## src/rtl/multiword_add_sequencer.sv

```systemverilog
// Byte-serial multi-precision unsigned adder: one 8-bit add-with-carry slice per cycle,
// LSB byte first, with a valid/ready request and result handshake.
module multiword_add_sequencer #(
    parameter int unsigned Words = 4,
    localparam int unsigned W    = 8 * Words,
    localparam int unsigned IdxW = (Words > 1) ? $clog2(Words) : 1
) (
    input  logic         clk_i,
    input  logic         rst_ni,
    input  logic         start_valid_i,
    output logic         start_ready_o,
    input  logic [W-1:0] op_a_i,
    input  logic [W-1:0] op_b_i,
    input  logic         cin_i,
    output logic         res_valid_o,
    input  logic         res_ready_i,
    output logic [W-1:0] result_o,
    output logic         cout_o,
    output logic         busy_o
);

    typedef enum logic [1:0] {StIdle, StRun, StDone} state_e;

    state_e          state_q, state_d;
    logic [IdxW-1:0] idx_q, idx_d;
    logic            carry_q, carry_d;
    logic [W-1:0]    a_q, a_d;
    logic [W-1:0]    b_q, b_d;
    logic [W-1:0]    res_q, res_d;

    logic [7:0]      a_byte, b_byte;
    logic [8:0]      sum;

    always_comb begin
        state_d = state_q;
        idx_d   = idx_q;
        carry_d = carry_q;
        a_d     = a_q;
        b_d     = b_q;
        res_d   = res_q;

        a_byte  = a_q[8*int'(idx_q) +: 8];
        b_byte  = b_q[8*int'(idx_q) +: 8];
        sum     = {1'b0, a_byte} + {1'b0, b_byte} + {8'b0, carry_q};

        unique case (state_q)
            StIdle: begin
                if (start_valid_i) begin
                    a_d     = op_a_i;
                    b_d     = op_b_i;
                    carry_d = cin_i;
                    idx_d   = '0;
                    state_d = StRun;
                end
            end
            StRun: begin
                res_d[8*int'(idx_q) +: 8] = sum[7:0];
                carry_d                   = sum[8];
                if (idx_q == IdxW'(Words - 1)) begin
                    state_d = StDone;
                end else begin
                    idx_d = idx_q + IdxW'(1);
                end
            end
            StDone: begin
                if (res_ready_i) begin
                    state_d = StIdle;
                end
            end
            default: state_d = StIdle;
        endcase
    end

    always_ff @(posedge clk_i or negedge rst_ni) begin
        if (!rst_ni) begin
            state_q <= StIdle;
            idx_q   <= '0;
            carry_q <= 1'b0;
            a_q     <= '0;
            b_q     <= '0;
            res_q   <= '0;
        end else begin
            state_q <= state_d;
            idx_q   <= idx_d;
            carry_q <= carry_d;
            a_q     <= a_d;
            b_q     <= b_d;
            res_q   <= res_d;
        end
    end

    // All outputs come straight from registers; no input-to-output combinational path.
    assign start_ready_o = (state_q == StIdle);
    assign res_valid_o   = (state_q == StDone);
    assign busy_o        = (state_q != StIdle);
    assign result_o      = res_q;
    assign cout_o        = carry_q;

endmodule

```

## config.mk

```make
export PLATFORM = sky130hd
export DESIGN_NAME = multiword_add_sequencer
export DESIGN_NICKNAME = d
export VERILOG_FILES = /design/src/rtl/multiword_add_sequencer.sv
export SDC_FILE = /design/constraint.sdc
export NUM_CORES = 1
export LEC_CHECK = 0
export CAP_MARGIN = 20
export CELL_PAD_IN_SITES_DETAIL_PLACEMENT = 1
export CELL_PAD_IN_SITES_GLOBAL_PLACEMENT = 2
export CORE_AREA = 2 2 140 142
export CTS_CLUSTER_DIAMETER = 40
export CTS_CLUSTER_SIZE = 24
export DETAILED_ROUTE_END_ITERATION = 16
export DIE_AREA = 0 0 142 144
export MAX_ROUTING_LAYER = met4
export PLACE_DENSITY_LB_ADDON = 0.08
export SLEW_MARGIN = 10
export SYNTH_ARGS = -nofsm -noshare
export SYNTH_HDL_FRONTEND = slang
export SYNTH_SLANG_ARGS = --single-unit
export TNS_END_PERCENT = 30
```

## constraint.sdc

```tcl
create_clock -name clk_i -period 2.7 [get_ports clk_i]
set_input_delay 0.27 -clock clk_i [delete_from_list [all_inputs] [get_ports clk_i]]
set_output_delay 0.27 -clock clk_i [all_outputs]
set_load 0.01 [all_outputs]
```

==> impl_metrics.yaml <==
synth:
  syn_area_um2: 4630
  synth_top_area_cell: "dfrtp_1"
  syn_nets: 400
  synth_most_common_cell: "dfrtp_1"
  synthDistinctLibCells: 43
  seq_area_frac_synth_pct: 54.6
  synth_cells: 316
  synth_top_area_share_pct: 54.6
  synth_async_sr_flop_share_pct: 100
  synth_area_leaders: "dfrtp_1 55%, mux2_2 16%, mux4_2 7.8%, a22o_1 4.0%, ha_1 3.5%"
  yosys_warnings: 0
  postSynthAreaPerCell_um2: 14.6
  yosys-top-cells-count: "101 x dfrtp_1, 64 x mux2_2, 21 x a22o_1, 16 x mux4_2"
  synth-seq-cells: 101
  ys.flop_type: "dfrtp_1"
  synth_enable_flop_cells: 0
sta:
  setup_viol: 0
  drv_slew: 0
  hold_violations: 0
  grt_setup_unrepaired: "yes"
  setup_tns_ns: 0
  finalCritPeriodShare_pct: 98.8
  min_period_ns: 2.67
  tightestPinTransition_ns: 0.523
  clock_skew_ns: 0.00597
  fmax_ghz: 0.375
  relSlewSlack_pct: 64.9
clock_tree:
  ctsLongestPathBuffers: 2
  cts_tree: "yes"
  cts.clk_slew.worst_paths_ns: 0.07
  cts_root_buffer: "clkbuf_16"
  cts.sinks: 101
  cts_buffers: 9
  clock_latency_ns: 0.35
  h-tree-depth: 3
floorplan:
  die_height_um: 144
  io_pins: 105
  core_um2: 19100
  start_util_pct: 24.2
  die_area_um2: 20400
  rows: 51
  die_w_um: 142
route:
  vias_per_cell: 4.59
  drc_errors: 0
  totalWireLength_mm: 12.5
  ant_nets: 0
  wl_per_cell_um: 18.4
  drt-initial-drc-count: 53
  via_count: 3119
  drt_pass1_iterations: 4
placement:
  dp_cells: 660
  gp_congestion: 0.749
  io_buffers: 104
  hpwl_mm: 9.51
global_route:
  grt_pass1_vias: 3351
  grt_busiest_layer: "met2"
  grt_pass1_wl_mm: 19.7
  grt_use_met3_pct: 2.58
  gr-total-overflow: 0
  grt_max_degree: 66
  use_met1_pct: 16.6
  antenna_found_initial: 0
  gr-usage-met2_pct: 22.0
  grt_usage_pct: 13.3
cells_and_area:
  n_antenna_cell: 0
  fin_nets: 520
  drive_above_1_share_pct: 30.6
  final_cells: 679
  syn2layout_area_growth_pct: 37.5
  fillers: 2024
power_and_ir_drop:
  p_total_uw: 8940
  ir_worst_vdd_mv: 0.499
  internal_power_uw: 5420
  swShare_pct: 39.4
  seq_power_share_pct: 28.9
  p_comb_share_pct: 57.3
  pwr-share-clk_pct: 13.8
  power.switching_uw: 3520
  power_density_nw_per_um2: 1410
  leakage_uw: 0.00261
critical_path:
  end_kind: "register"
  cp-start-kind: "register"
  critical_path_class: "reg -> reg"
  arrival_ns: 2.91
  cp_max_fo: 4
  cp.required_ns: 2.94
hold_path:
  worstHoldPathType: "in -> async"
status:
  status: "completed"
run:
  drv_cap: 0
## state kept, by name, summed over array words and instances, names as in the netlist
| signal | flops |
|---|---|
| state_q | 2 |
| b_q | 32 |
| result_o | 32 |
| a_q | 32 |
| cout_o | 1 |
| idx_q | 2 |
## power groups by stage
stage | combinational (µW) | sequential, µW | clock (µW)
final | 5130 | 2580 | 1240
after global routing | 5620 | 2700 | 1340
after CTS | 4970 | 2610 | 1280
after detailed placement | 4930 | 2640 | 0
after global placement | 4880 | 2620 | 0
after floorplan | 3110 | 2510 | 0
## layout by cell type, fill, tap and decap left out, drive strengths merged, types with 2 or more instances in the layout
| cell | count |
|---|---|
| a21o | 3 |
| o211ai | 3 |
| xnor2 | 3 |
| clkbuf | 9 |
| dfrtp | 101 |
| a32o | 4 |
| nor2b | 2 |
| clkinv | 4 |
| a211oi | 2 |
| o21ai | 15 |
| nand2 | 16 |
| clkdlybuf4s50 | 103 |
| a21oi | 5 |
| nor2 | 9 |
| mux4 | 16 |
| nand4 | 2 |
| fa | 2 |
| nor3 | 2 |
| inv | 7 |
| mux2i | 2 |
| mux2 | 64 |
| buf | 17 |
| a22o | 21 |
| or2 | 2 |
| ha | 13 |
## logic make-up (layout without fill, tap and decap cells)
kind of cell	after synthesis	after routing	synth area share, %
adder cells (fa/ha/maj)	15	15	4.38
multiplexers	82	82	23.8
AO/OA/AOI/OAI	56	56	8.82
XOR/XNOR	4	4	0.758
buffers and inverters	17	142	2.14
flip-flops	101	101	54.6
AND/OR/NAND/NOR	41	41	5.46
## metal layers
metal  part of all wire, %  wire [µm]
met5                     0          0
met4                   1.2        145
met3                   3.4        428
met2                    50       6260
met1                    45       5650
## critical path, stage by stage, from the launching register on
cell and delay [ns]:
dfrtp_2 0.43, mux4_2 0.53, fa_2 0.42, fa_2 0.40, a211oi_2 0.26, o21a_1 0.17, buf_4 0.11, o21bai_1 0.05
a31o_2 0.20
## cell type report
class | instances | area (µm²) | share of cell area, %
clock inverter | 7 | 48.8 | 0.767
multi-input combinational | 198 | 2050 | 32.2
sequential | 101 | 2530 | 39.7
tap | 238 | 298 | 4.68
inverter | 5 | 18.8 | 0.295
clock buffer | 9 | 225 | 3.54
timing repair buffer | 121 | 1200 | 18.8
## final timing paths
kind	start	endpoint	cells after the start	slack (ns)
worst max-delay path	idx_q[0]	cout_o	8	0.03
worst min-delay path	rst_ni	state_q[1]	2	0.38
worst max register to register	idx_q[0]	cout_o	8	0.03
worst min register to register	result_o[14]	result_o[14]	2	0.48
max in group asynchronous	rst_ni	b_q[26]	3	1.54
min in group clk_i	result_o[14]	result_o[14]	2	0.48
## metrics by stage
| step | area [µm²] | setup WS [ns] | util, % | hold WS [ns] |
|---|---|---|---|---|
| 2_1_floorplan | 4640 | 0.00593 | - | -0.0256 |
| 6_report | 6360 | 0.0326 | 33.3 | 0.384 |
| 4_1_cts | 6320 | 0.000643 | 33.1 | 0.397 |
| 3_3_place_gp | 6030 | -0.0111 | 31.6 | 0.230 |
| 5_1_grt | 6360 | -0.110 | 33.3 | 0.409 |
| 3_5_place_dp | 6030 | -0.0804 | 31.6 | 0.223 |
## what timing repair did
| action | in CTS | in global routing |
|---|---|---|
| buffers inserted | 0 | 2 |
| setup endpoints to repair | 14 | 17 |
| pin swaps | 1 | 11 |
| hold endpoints to repair | 25 | 0 |
| hold buffers | 1 | 0 |
| gates resized for setup | 3 | 9 |
(Power assumes the default switching activity.)
